File: src/rtl/pipelined_compare_if.sv
// ----------------------------------------------------------------------------
// pipelined_compare_if
// Handshake bundle for the pipelined comparator.
//   Input side : i_valid / i_ready, operands i0 and i1, relation code op
//   Output side: o_valid / o_ready, one-bit result o
// Modports:
//   master - the producer/consumer environment around the comparator
//   slave  - the comparator itself
// ----------------------------------------------------------------------------
interface pipelined_compare_if #(
    parameter int WIDTH = 32
) ();
    logic             i_valid;
    logic             i_ready;
    logic [WIDTH-1:0] i0;
    logic [WIDTH-1:0] i1;
    logic [2:0]       op;
    logic             o_valid;
    logic             o_ready;
    logic             o;

    modport master (
        output i_valid, i0, i1, op, o_ready,
        input  i_ready, o_valid, o
    );

    modport slave (
        input  i_valid, i0, i1, op, o_ready,
        output i_ready, o_valid, o
    );
endinterface

File: src/rtl/pipelined_compare.sv
// ----------------------------------------------------------------------------
// pipelined_compare
// Streaming WIDTH-bit comparator with a runtime relation select
// (0 EQ, 1 NE, 2 ULT, 3 ULE, 4 UGT, 5 UGE, 6 SLT, 7 SLE; A rel B).
// The relation is resolved LSB-first, SEG_W bits per pipeline stage, so the
// result appears NSTAGE = ceil(WIDTH/SEG_W) cycles after acceptance.
//
// Ports:
//   clk        clock, rising edge
//   rst_n      asynchronous reset, active low
//   bus        pipelined_compare_if.slave (i_valid/i_ready/i0/i1/op in,
//              o_valid/o_ready/o out)
//   cnt_clr    synchronous clear of match_cnt (optional)
//   match_cnt  saturating count of true results transferred (optional)
//
// Optional feature: define PIPELINED_COMPARE_COUNT_EN to add the match
// counter and its cnt_clr / match_cnt ports.
// ----------------------------------------------------------------------------
module pipelined_compare #(
    parameter int WIDTH = 32,
    parameter int SEG_W = 8
) (
    input  logic                  clk,
    input  logic                  rst_n,
    pipelined_compare_if.slave    bus
`ifdef PIPELINED_COMPARE_COUNT_EN
    ,
    input  logic                  cnt_clr,
    output logic [15:0]           match_cnt
`endif
);

    localparam int NSTAGE = (WIDTH + SEG_W - 1) / SEG_W;
    localparam int PW     = NSTAGE * SEG_W;
    localparam int RN     = (NSTAGE > 1) ? NSTAGE - 1 : 1;

    typedef enum logic [1:0] {
        CLS_EQ,
        CLS_NE,
        CLS_LT,
        CLS_LE
    } cls_t;

    logic adv;

    // Whole pipeline moves as one; no bubble collapsing.
    assign adv         = !bus.o_valid || bus.o_ready;
    assign bus.i_ready = adv;

    logic [WIDTH-1:0] op_a;
    logic [WIDTH-1:0] op_b;
    logic             sgn;
    cls_t             in_cls;
    logic             in_p;
    logic [PW-1:0]    pad_a;
    logic [PW-1:0]    pad_b;

    // Greater-than relations become less-than with swapped operands. Signed
    // relations flip the padded MSB so that an unsigned chain orders them.
    always_comb begin
        op_a   = bus.i0;
        op_b   = bus.i1;
        sgn    = 1'b0;
        in_cls = CLS_EQ;
        case (bus.op)
            3'd0: in_cls = CLS_EQ;
            3'd1: in_cls = CLS_NE;
            3'd2: in_cls = CLS_LT;
            3'd3: in_cls = CLS_LE;
            3'd4: begin
                in_cls = CLS_LT;
                op_a   = bus.i1;
                op_b   = bus.i0;
            end
            3'd5: begin
                in_cls = CLS_LE;
                op_a   = bus.i1;
                op_b   = bus.i0;
            end
            3'd6: begin
                in_cls = CLS_LT;
                sgn    = 1'b1;
            end
            default: begin
                in_cls = CLS_LE;
                sgn    = 1'b1;
            end
        endcase

        pad_a = PW'(op_a);
        pad_b = PW'(op_b);
        if (sgn) begin
            for (int i = WIDTH; i < PW; i++) begin
                pad_a[i] = op_a[WIDTH-1];
                pad_b[i] = op_b[WIDTH-1];
            end
        end
        pad_a[PW-1] = pad_a[PW-1] ^ sgn;
        pad_b[PW-1] = pad_b[PW-1] ^ sgn;

        // LT starts "not less" so full equality yields 0; EQ/NE/LE start at 1.
        in_p = (in_cls != CLS_LT);
    end

    logic [PW-1:0] cur_a   [NSTAGE];
    logic [PW-1:0] cur_b   [NSTAGE];
    cls_t          cur_cls [NSTAGE];
    logic          cur_p   [NSTAGE];
    logic          cur_v   [NSTAGE];
    logic [PW-1:0] nxt_a   [NSTAGE];
    logic [PW-1:0] nxt_b   [NSTAGE];
    cls_t          nxt_cls [NSTAGE];
    logic          nxt_p   [NSTAGE];
    logic          nxt_v   [NSTAGE];

    logic [PW-1:0] r_a     [RN];
    logic [PW-1:0] r_b     [RN];
    cls_t          r_cls   [RN];
    logic          r_p     [RN];
    logic          r_v     [RN];

    logic [SEG_W-1:0] seg_a;
    logic [SEG_W-1:0] seg_b;
    logic             seg_eq;
    logic             seg_lt;

    // Operands shift right one segment per stage, so every stage looks at
    // the low SEG_W bits. The partial bit carries the verdict of all lower
    // segments; a higher segment overrides it unless that segment is equal.
    always_comb begin
        seg_a  = '0;
        seg_b  = '0;
        seg_eq = 1'b0;
        seg_lt = 1'b0;

        cur_a[0]   = pad_a;
        cur_b[0]   = pad_b;
        cur_cls[0] = in_cls;
        cur_p[0]   = in_p;
        cur_v[0]   = bus.i_valid;
        for (int s = 1; s < NSTAGE; s++) begin
            cur_a[s]   = r_a[s-1];
            cur_b[s]   = r_b[s-1];
            cur_cls[s] = r_cls[s-1];
            cur_p[s]   = r_p[s-1];
            cur_v[s]   = r_v[s-1];
        end

        for (int s = 0; s < NSTAGE; s++) begin
            seg_a      = cur_a[s][SEG_W-1:0];
            seg_b      = cur_b[s][SEG_W-1:0];
            seg_eq     = (seg_a == seg_b);
            seg_lt     = (seg_a < seg_b);
            nxt_a[s]   = cur_a[s] >> SEG_W;
            nxt_b[s]   = cur_b[s] >> SEG_W;
            nxt_cls[s] = cur_cls[s];
            nxt_v[s]   = cur_v[s];
            if (cur_cls[s] == CLS_EQ || cur_cls[s] == CLS_NE) begin
                nxt_p[s] = cur_p[s] & seg_eq;
            end else begin
                nxt_p[s] = seg_lt | (seg_eq & cur_p[s]);
            end
        end
    end

    // The last stage writes straight into the output register, which keeps
    // the latency at exactly NSTAGE cycles.
    always_ff @(posedge clk or negedge rst_n) begin
        if (!rst_n) begin
            for (int s = 0; s < NSTAGE - 1; s++) begin
                r_a[s]   <= '0;
                r_b[s]   <= '0;
                r_cls[s] <= CLS_EQ;
                r_p[s]   <= 1'b0;
                r_v[s]   <= 1'b0;
            end
            bus.o_valid <= 1'b0;
            bus.o       <= 1'b0;
        end else if (adv) begin
            for (int s = 0; s < NSTAGE - 1; s++) begin
                r_a[s]   <= nxt_a[s];
                r_b[s]   <= nxt_b[s];
                r_cls[s] <= nxt_cls[s];
                r_p[s]   <= nxt_p[s];
                r_v[s]   <= nxt_v[s];
            end
            bus.o_valid <= nxt_v[NSTAGE-1];
            bus.o       <= (nxt_cls[NSTAGE-1] == CLS_NE) ? !nxt_p[NSTAGE-1]
                                                         : nxt_p[NSTAGE-1];
        end
    end

`ifdef PIPELINED_COMPARE_COUNT_EN
    // Clear takes priority over a coincident counted transfer.
    always_ff @(posedge clk or negedge rst_n) begin
        if (!rst_n) begin
            match_cnt <= '0;
        end else if (cnt_clr) begin
            match_cnt <= '0;
        end else if (bus.o_valid && bus.o_ready && bus.o && match_cnt != 16'hFFFF) begin
            match_cnt <= match_cnt + 16'd1;
        end
    end
`endif

endmodule

File: src/flat_wrapper.sv
// flat-port wrapper written by rule: the top's interface ports become plain ports
module pipelined_compare_flat 
#(
    parameter int WIDTH = 32,
    parameter int SEG_W = 8
)
  (clk, rst_n, bus_i_valid, bus_i0, bus_i1, bus_op, bus_o_ready, bus_i_ready, bus_o_valid, bus_o);
  pipelined_compare_if #(.WIDTH(WIDTH)) bus_i ();
  input  logic clk;
  input  logic rst_n;
  input wire logic [$bits(bus_i.i_valid)-1:0] bus_i_valid;
  input wire logic [$bits(bus_i.i0)-1:0] bus_i0;
  input wire logic [$bits(bus_i.i1)-1:0] bus_i1;
  input wire logic [$bits(bus_i.op)-1:0] bus_op;
  input wire logic [$bits(bus_i.o_ready)-1:0] bus_o_ready;
  output wire logic [$bits(bus_i.i_ready)-1:0] bus_i_ready;
  output wire logic [$bits(bus_i.o_valid)-1:0] bus_o_valid;
  output wire logic [$bits(bus_i.o)-1:0] bus_o;
  assign bus_i.i_valid = bus_i_valid;
  assign bus_i.i0 = bus_i0;
  assign bus_i.i1 = bus_i1;
  assign bus_i.op = bus_op;
  assign bus_i.o_ready = bus_o_ready;
  assign bus_i_ready = bus_i.i_ready;
  assign bus_o_valid = bus_i.o_valid;
  assign bus_o = bus_i.o;
  pipelined_compare #(.WIDTH(WIDTH), .SEG_W(SEG_W)) u_core (.clk(clk), .rst_n(rst_n), .bus(bus_i));
endmodule
File: config.mk
export PLATFORM = sky130hd
export DESIGN_NAME = pipelined_compare_flat
export DESIGN_NICKNAME = d
export VERILOG_FILES = /design/src/rtl/pipelined_compare_if.sv /design/src/rtl/pipelined_compare.sv /design/src/flat_wrapper.sv
export SDC_FILE = /design/constraint.sdc
export NUM_CORES = 1
export LEC_CHECK = 0
export ABC_AREA = 1
export BUFFER_PORTS_ARGS = -buffer_cell sky130_fd_sc_hd__buf_2
export CORE_MARGIN = 2
export CORE_UTILIZATION = 60
export DETAILED_ROUTE_END_ITERATION = 6
export PLACE_DENSITY_LB_ADDON = 0.1
export REMOVE_ABC_BUFFERS = 1
export SLEW_MARGIN = 10
export SYNTH_ARGS = -nofsm -noshare
export SYNTH_HDL_FRONTEND = slang
export SYNTH_SLANG_ARGS = --single-unit
File: constraint.sdc
create_clock -name clk -period 2.1 [get_ports clk]
set_clock_uncertainty 0.15 [all_clocks]
set_input_delay 0 -clock clk [delete_from_list [all_inputs] [get_ports clk]]
set_output_delay 0 -clock clk [all_outputs]
set_load 0.05 [all_outputs]
==> run summary, run 1 <==
==================================================================================
Setup bufs post-CTS                                                              0
Signed area change from the synthesized netlist to the final layout         26.94%
GRT Overall Usage                                                           0.2622
Vias in the first global route                                                4934
VDD IR-drop max                                                           543.3 uV
1st-iter DRT viols                                                             188
Later-pin clock latency in the skew report                                 0.37 ns
Final weighted congestion of routability-driven global placement            0.7839
Flip-flop and latch count after synthesis                                      110
Unrepaired setup endpoints after global routing                              false
Post-Synth Simple-Gate Area                                                 0.2604
Kind of end point of the critical path                                        flop
Number of vias per cell after detailed routing                               5.236
Final HPWL DP                                                              7340 um
Final Hold Viols                                                                 0
Clock root buffer master                                              sky130_fd_sc_hd__clkbuf_8
Power density over cell area                                          1102 nW/um^2
Async set-reset flop share out of synthesis                                  1.000
Count of port buffers added during placement                                    73
Die X                                                                     99.09 um
Total number of vias                                                          4917
Post-route DRC violation count                                                   0
Wire length of the first global-routing pass                              21260 um
Main area contributors after synthesis                                sky130_fd_sc_hd__dfrtp_1, sky130_fd_sc_hd__nand2_1, sky130_fd_sc_hd__a31oi_1
Synthesized-area fraction occupied by adder cells                          0.05535
Synth Warn #                                                                     0
Largest net degree at the start of global routing                               65
Leading post-synthesis cells by instance count                        sky130_fd_sc_hd__nand2_1, sky130_fd_sc_hd__dfrtp_1, sky130_fd_sc_hd__nor2_1
Die Y-Extent                                                              99.09 um
H-tree Lvls                                                                      3
Dominant register cell in the synthesized netlist                     sky130_fd_sc_hd__dfrtp_1
Cell with the most instances after synthesis                          sky130_fd_sc_hd__nand2_1
Setup violation total in the final timing report                                 0
Top cell type's share of synthesized area                                   0.5074
Final Core Density                                                          0.7858
Largest family of logic cells by synthesized area                     simple AND/OR/NAND/NOR gates
Fraction of synthesized cell area in xor and xnor cells                          0
Required @ worst endpoint                                                  2.25 ns
Count of TritonRoute iterations in the first routing pass                        6
Final antenna diode count                                                        0
Worst Path Max Fanout                                                           62
Highest Clock Rate                                                       510.8 MHz
Slew margin rel.                                                            0.6745
Initial antenna violation count                                                  0
Startpoint types                                                              flop
Starting density of the core                                                0.6191
Sequential element share of the synthesized area                            0.5074
Layout fillers                                                                 604
Worst-path clk slew                                                        0.10 ns
Worst setup path class                                                flop to flop
Ratio of cells with drive above 1 in the final layout                       0.1252
Boundary Pins                                                                   74
Leak Pwr                                                                  3.573 nW
Multiplexer share of the synthesized area                                        0
Result of the run                                                        completed
Area of the core                                                        8763 sq um
Share of the clock period used by the worst path                            0.9322
Number of cells in the design after placement                                  841
Overall die area                                                        9819 sq um
Number of sinks driven by the clock tree                                       110
Number of synthesized flops with an enable pin                                   0
Worst Max-Slew Pin Slew                                                  0.4882 ns
Grt total ovfl                                                                   0
Maximum number of buffers from clock root to sink                                2
Synthesized-area fraction occupied by ao, oa, aoi and oai cells             0.1029
CTS tree                                                                       yes
Wire per inst                                                             12.86 um
Clock period minus worst slack                                            1.958 ns
Number of CTS-inserted buffers                                                   9
Post-synth top area cell                                              sky130_fd_sc_hd__dfrtp_1
Mapped cell area                                                        5425 sq um
Non-filler instance count after layout                                         939
Synth unique cells                                                              22
Length in cells of the worst reg-to-reg path                                     7
# rows                                                                          34
Remaining antenna violation count                                                0
Pins over their slew limit                                                       0
Data arrival time of the critical path                                     2.11 ns
Type of the most critical hold path                                   input port to async pin
Max-capacitance violation count                                                  0
Avg Inst Size Synth                                                    7.932 sq um
Synthesized instance count                                                     684
Final wirelength                                                          12070 um
Nets                                                                           922
==================================================================================
-- metrics by stage --
| stage | area, sq um | hold slack (ns) | TNS (ns) | power (mW) | setup WS (ns) |
|---|---|---|---|---|---|
| 6_report | 6887 | 0.01625 | 0 | 7.588 | 0.1423 |
| 5_1_grt | 6887 | 0.04740 | 0 | 8.246 | 0.01544 |
| 3_5_place_dp | 5852 | -0.2902 | 0 | 6.045 | 0.5817 |
| 4_1_cts | 6854 | 0.001593 | 0 | 7.576 | 0.05571 |
| 3_3_place_gp | 5852 | -0.2962 | 0 | 5.909 | 0.6060 |
| 2_1_floorplan | 5234 | -0.4456 | -342.68 | 5.305 | -3.600 |
-- cell families after synthesis --
logic type      Yosys count
simple gates            364
flops                   110
fa+ha+maj                24
buf+inv                  89
compound gates           97
-- cell usage in the layout, fill, tap and decap left out, drive strengths merged --
| cell type | instances |
|---|---|
| o22a | 1 |
| o21a | 1 |
| buf | 82 |
| or2 | 2 |
| dlygate4sd3 | 83 |
| nor2 | 71 |
| nand3b | 1 |
| dfrtp | 110 |
| a21oi | 14 |
| clkbuf | 11 |
| ha | 24 |
| a31oi | 49 |
| nand2 | 271 |
| nand3 | 14 |
| o21bai | 1 |
| o21ai | 30 |
| clkinv | 1 |
| and2 | 2 |
| clkinvlp | 1 |
| nand4 | 3 |
| o211ai | 1 |
| inv | 58 |
-- worst paths after layout --
path	startpoint	end	slack, ns
max	u_core.bus.o_valid	u_core.cur_a[85]	0.14
min	rst_n	u_core.cur_a[86]	0.02
max reg2reg	u_core.bus.o_valid	u_core.cur_a[85]	0.14
min reg2reg	u_core.cur_a[47]	u_core.cur_a[7]	0.32
max in group asynchronous	rst_n	u_core.cur_p[0]	0.93
min in group clk	bus_i0[6]	u_core.cur_p[2]	0.02
-- what timing repair did --
item                                    4_1_cts  5_1_grt
endpoints found under the setup margin        0       23
endpoints found under the hold margin       162        2
gates resized for setup                       0        6
hold buffers                                 82        1
-- layer usage --
layer	wire (um)	vias to the layer above	global-route usage
li1	-	2459	-
met1	5409	2331	0.3458
met2	6038	107	0.4470
met3	465	20	0.03865
met4	160	0	0.09062
met5	0	-	0
-- final cells by class --
class / instances / area [sq um] / share of cell area
well taps: 108 / 135.1 / 0.01962
clock inverters: 4 / 30.03 / 0.004360
clock buffers: 11 / 151.4 / 0.02198
repair buffers: 165 / 1319 / 0.1915
flip-flops and latches: 110 / 2753 / 0.3997
multi-input cells: 485 / 2278 / 0.3309
inverters: 56 / 220.2 / 0.03198
-- critical path, stage by stage, from the launching register on --
cell and delay, ns:
sky130_fd_sc_hd__dfrtp_1 0.39, sky130_fd_sc_hd__inv_1 0.09, sky130_fd_sc_hd__nor2_4 0.06, sky130_fd_sc_hd__inv_8 0.16, sky130_fd_sc_hd__buf_16 0.26, sky130_fd_sc_hd__nor2_1 0.06, sky130_fd_sc_hd__a31oi_1 0.14, sky130_fd_sc_hd__dlygate4sd3_1 0.57
-- registers in the layout, indices dropped and copies added (netlist names) --
register,cells
u_core.cur_cls,6
u_core.cur_a,48
u_core.bus.o_valid,1
u_core.bus.o,1
u_core.cur_b,48
u_core.cur_v,3
u_core.cur_p,3
-- where the power goes --
part	switching, mW	internal (mW)
logic	1.68	1.28
registers	0.441	2.98
clock network	0.714	0.498
(Power assumes the default switching activity.)
==> inputs of run 2 (changes only) <==
==> constraint.sdc (replaced) <==
create_clock -name clk -period 2.5 [get_ports clk]
set_clock_uncertainty 0.15 [all_clocks]
set_input_delay 0 -clock clk [delete_from_list [all_inputs] [get_ports clk]]
set_output_delay 0 -clock clk [all_outputs]
set_load 0.05 [all_outputs]
==> run summary, run 2 (synthesis gave the netlist of run 1 again) <==
==================================================================================
Pins over their slew limit                                                       0
Required @ worst endpoint                                                  2.65 ns
Layout fillers                                                                 599
Grt total ovfl                                                                   0
Post-route DRC violation count                                                   0
Final Core Density                                                          0.7891
M1 WL                                                                      5428 um
Area of the core                                                        8763 sq um
Slew margin rel.                                                            0.4399
Final Hold Viols                                                                 0
Setup bufs post-CTS                                                              0
CP peak stage delay                                                        0.59 ns
Power, Total                                                              6.498 mW
Maximum number of buffers from clock root to sink                                2
Crit path capture                                                     u_core.cur_b[66]
Nets                                                                           923
Largest net degree at the start of global routing                               72
Worst flop-to-flop path startpoint                                    u_core.bus.o_valid
Signed area change from the synthesized netlist to the final layout         27.47%
Met3 routed wirelength                                                      465 um
Worst-path clk slew                                                        0.10 ns
Overall die area                                                        9819 sq um
Wire per inst                                                             13.02 um
Worst setup path class                                                flop to flop
Timing startpoint of the critical path                                u_core.bus.o_valid
Later-pin clock latency in the skew report                                 0.37 ns
Final weighted congestion of routability-driven global placement            0.8043
Unrepaired setup endpoints after global routing                              false
Highest Clock Rate                                                       425.8 MHz
Worst Path Max Fanout                                                           71
Final wirelength                                                          12250 um
Initial antenna violation count                                                  0
Ratio of cells with drive above 1 in the final layout                       0.1248
# rows                                                                          34
Data arrival time of the critical path                                     2.49 ns
RR Endpoint                                                           u_core.cur_b[66]
Share of the clock period used by the worst path                            0.9394
Clock period minus worst slack                                            2.349 ns
Type of the most critical hold path                                   input port to async pin
Final HPWL DP                                                              7245 um
Worst Max-Slew Pin Slew                                                  0.8389 ns
Startpoint types                                                              flop
VDD IR-drop max                                                           517.0 uV
Remaining antenna violation count                                                0
Result of the run                                                        completed
Uppermost metal layer occupied by signal nets                                 met4
FF-to-FF setup slack                                                       0.15 ns
Die Y-Extent                                                              99.09 um
Met2 routed WL                                                             6091 um
Kind of end point of the critical path                                        flop
Wire length of the first global-routing pass                              21510 um
Multi-input logic area                                                  2278 sq um
Count of hold-fix buffers inserted at cts                                       85
Leak Pwr                                                                  3.585 nW
Vias in the first global route                                                5096
Count of TritonRoute iterations in the first routing pass                        6
Number of CTS-inserted buffers                                                   9
Number of vias per cell after detailed routing                               5.359
Area taken by flip-flops and latches                                    2753 sq um
Number of sinks driven by the clock tree                                       110
Post-CTS resize count                                                            0
CTS tree                                                                       yes
CP max stage cell                                                     sky130_fd_sc_hd__dlygate4sd3_1
Boundary Pins                                                                   74
Power density over cell area                                          939.7 nW/um^2
H-tree Lvls                                                                      3
Die X                                                                     99.09 um
Setup violation total in the final timing report                                 0
GRT Overall Usage                                                           0.2681
Max-capacitance violation count                                                  0
1st-iter DRT viols                                                             261
Leading cell types in the layout, fill and taps excluded              sky130_fd_sc_hd__nand2_1, sky130_fd_sc_hd__dfrtp_1, sky130_fd_sc_hd__dlygate4sd3_1
Length in cells of the worst reg-to-reg path                                     7
Commonest non-fill, non-tap cell in the layout                        sky130_fd_sc_hd__nand2_1
Starting density of the core                                                0.6191
Total number of vias                                                          5043
Count of port buffers added during placement                                    73
Critical path, cell by cell                                           inv_1, nor2_4, inv_4, buf_12, nor2_1, a31oi_1, dlygate4sd3_1
Clock root buffer master                                              sky130_fd_sc_hd__clkbuf_8
Final antenna diode count                                                        0
==================================================================================
## run 2: per-stage QoR
step | setup slack, ns | hold slack [ns] | setup TNS, ns | cells | cell area, sq um
3_5_place_dp | 0.7726 | -0.08823 | 0 | 840 | 5857
6_report | 0.1514 | 0.03694 | 0 | 941 | 6915
5_1_grt | 0.01663 | 0.08684 | 0 | 941 | 6915
4_1_cts | 0.2309 | 0.04484 | 0 | 941 | 6915
3_3_place_gp | 0.8164 | -0.1018 | 0 | 840 | 5857
2_1_floorplan | -3.200 | -0.4456 | -298.28 | 651 | 5234
## run 2: cell type report
type | count | share of cell area
inverters | 56 | 0.03076
well taps | 108 | 0.01954
flip-flops and latches | 110 | 0.3980
repair buffers | 166 | 0.1921
clock buffers | 10 | 0.01990
multi-input cells | 485 | 0.3295
clock inverters | 6 | 0.01013
## run 2: metal layers
metal / track usage / up-vias
li1: - / 2459
met1: 0.3389 / 2403
met2: 0.4693 / 146
met3: 0.04287 / 35
met4: 0.09589 / 0
met5: 0 / -
## run 2: how the worst min path moves through the flow
stage | start | endpoint | slack, ns | cells after the start
finish | rst_n | u_core.cur_b[44] | 0.04 | 2
detailed placement | rst_n | u_core.cur_a[84] | -0.09 | 1
global route | rst_n | u_core.cur_a[84] | 0.09 | 2
global placement | rst_n | u_core.cur_a[84] | -0.10 | 1
CTS | rst_n | u_core.cur_b[38] | 0.04 | 2
floorplan | rst_n | u_core.bus.o | -0.45 | 0
## run 2: power by group
part | internal (mW) | switching, mW
registers | 2.50 | 0.376
clock network | 0.499 | 0.606
logic | 1.09 | 1.43
## run 2: critical path, delay by kind of cell (launching register included)
kind | cells | cell delay [ns]
buffers and inverters | 4 | 1.45
flip-flops | 1 | 0.38
AO/OA/AOI/OAI | 1 | 0.15
AND/OR/NAND/NOR | 2 | 0.13
==> inputs of run 3 (changes only) <==
--- a/config.mk
+++ b/config.mk
@@ -12,6 +12,7 @@
 export DETAILED_ROUTE_END_ITERATION = 6
 export PLACE_DENSITY_LB_ADDON = 0.1
 export REMOVE_ABC_BUFFERS = 1
+export SETUP_SLACK_MARGIN = 0.3
 export SLEW_MARGIN = 10
 export SYNTH_ARGS = -nofsm -noshare
 export SYNTH_HDL_FRONTEND = slang
==> run summary, run 3 (synthesis gave the netlist of run 1 again) <==
==================================================================================
Result of the run                                                        completed
Commonest non-fill, non-tap cell in the layout                        sky130_fd_sc_hd__nand2_1
Wire length of the first global-routing pass                              20750 um
Critical path, cell by cell                                           dlygate4sd3_1, buf_2, inv_2, nor2_4, buf_6, nand2_1, a31oi_1, dlygate4sd3_1
GRT Overall Usage                                                           0.2583
Leak Pwr                                                                  3.514 nW
Worst Path Max Fanout                                                           43
Worst Hold Slack                                                        0.04261 ns
CP max stage cell                                                     sky130_fd_sc_hd__dlygate4sd3_1
Vias in the first global route                                                4971
Unrepaired setup endpoints after global routing                              false
Later-pin clock latency in the skew report                                 0.37 ns
Ratio of cells with drive above 1 in the final layout                       0.1276
Count of TritonRoute iterations in the first routing pass                        5
Type of the most critical hold path                                   input port to async pin
Final HPWL DP                                                              7245 um
Final weighted congestion of routability-driven global placement            0.8043
Number of vias per cell after detailed routing                               5.265
Wire per inst                                                             12.68 um
Area taken by flip-flops and latches                                    2753 sq um
Final antenna diode count                                                        0
Final Core Density                                                          0.7696
Post-route DRC violation count                                                   0
Layout fillers                                                                 622
CP peak stage delay                                                        0.58 ns
Post-route design area                                                  6744 sq um
Startpoint types                                                        input port
Number of CTS-inserted buffers                                                   9
Signed area change from the synthesized netlist to the final layout         24.31%
Post-placement setup slack                                               0.7726 ns
Max-capacitance violation count                                                  0
Power density over cell area                                          935.0 nW/um^2
H-tree Lvls                                                                      3
Worst setup path class                                                input port to flop
Area of the core                                                        8763 sq um
Boundary Pins                                                                   74
Data arrival time of the critical path                                     2.19 ns
Clock root buffer master                                              sky130_fd_sc_hd__clkbuf_8
Nets                                                                           905
Slew margin rel.                                                            0.5888
Required @ worst endpoint                                                  2.64 ns
Die X                                                                     99.09 um
Area post-placement                                                     5857 sq um
Final Hold Viols                                                                 0
FF-to-FF setup slack                                                       0.56 ns
Initial antenna violation count                                                  0
Highest Clock Rate                                                       487.6 MHz
VDD IR-drop max                                                           401.7 uV
Pins over their slew limit                                                       0
Combined buffer and inverter count along the critical path                       5
Maximum number of buffers from clock root to sink                                2
Setup violation total in the final timing report                                 0
Count of port buffers added during placement                                    73
Final wirelength                                                          11700 um
Number of sinks driven by the clock tree                                       110
Worst-path clk slew                                                        0.10 ns
Leading cell types in the layout, fill and taps excluded              sky130_fd_sc_hd__nand2_1, sky130_fd_sc_hd__dfrtp_1, sky130_fd_sc_hd__buf_2
CP most frequent cell                                                 sky130_fd_sc_hd__dlygate4sd3_1
Worst setup margin                                                       0.4489 ns
Multi-input logic area                                                  2278 sq um
Clock period minus worst slack                                            2.051 ns
Cell family contributing the most delay on the critical path          buffers and inverters
Overall die area                                                        9819 sq um
1st-iter DRT viols                                                             241
CTS tree                                                                       yes
Starting density of the core                                                0.6191
Worst Max-Slew Pin Slew                                                  0.6168 ns
Die Y-Extent                                                              99.09 um
# rows                                                                          34
Setup Total Neg Slack                                                         0 ns
Kind of end point of the critical path                                        flop
Total number of vias                                                          4860
Remaining antenna violation count                                                0
Largest net degree at the start of global routing                               72
Share of the clock period used by the worst path                            0.8204
Grt total ovfl                                                                   0
==================================================================================
## run 3: changes by cell type in the layout (fill, tap and decap cells not counted)
cell	delta
sky130_fd_sc_hd__buf_4	-1
sky130_fd_sc_hd__buf_6	+1
sky130_fd_sc_hd__dlygate4sd3_1	-18
sky130_fd_sc_hd__inv_2	-1
sky130_fd_sc_hd__inv_6	+1
## run 3: through the flow
step / power (mW) / instances
after CTS: 6.330 / 923
after floorplan: 4.456 / 651
after global routing: 6.866 / 923
after global placement: 4.973 / 840
after detailed placement: 5.093 / 840
final: 6.305 / 923
## run 3: worst paths after layout
| check | end | from | cells past startpoint |
|---|---|---|---|
| worst max-delay path | u_core.cur_a[78] | bus_op[2] | 8 |
| worst min-delay path | u_core.cur_b[44] | rst_n | 2 |
| worst max register to register | u_core.cur_b[71] | u_core.bus.o_valid | 6 |
| worst min register to register | u_core.cur_a[38] | u_core.cur_a[78] | 2 |
| max in group asynchronous | u_core.cur_cls[5] | rst_n | 3 |
| min in group clk | u_core.cur_p[2] | bus_i1[5] | 8 |
## run 3: repair_timing
item | CTS | global route
hold buffers | 67 | 0
setup buffers | 0 | 0
endpoints found under the setup margin | 0 | 7
resized for setup | 0 | 4
hold endpoints to repair | 137 | 0
## run 3: layout make-up
class / instances / area share
Clock buffer: 10 / 0.02041
Inverter: 56 / 0.03228
Sequential cell: 110 / 0.4082
Multi-Input combinational cell: 485 / 0.3378
Tap cell: 108 / 0.02004
Clock inverter: 6 / 0.01039
Timing Repair Buffer: 148 / 0.1709
## run 3: power breakdown
group          total, mW  internal [mW]  switching, mW  leakage, nW
Sequential          2.88           2.50          0.372         1.29
Clock               1.10          0.498          0.598        0.107
Combinational       2.33          0.962           1.37         2.11
Total               6.31           3.96           2.34         3.51
## run 3: routing by layer
layer / up-vias / track usage / share of wire
li1: 2426 / - / -
met1: 2320 / 0.3147 / 0.44
met2: 94 / 0.4693 / 0.51
met3: 20 / 0.04357 / 0.034
met4: 0 / 0.08008 / 0.015
met5: - / 0 / 0
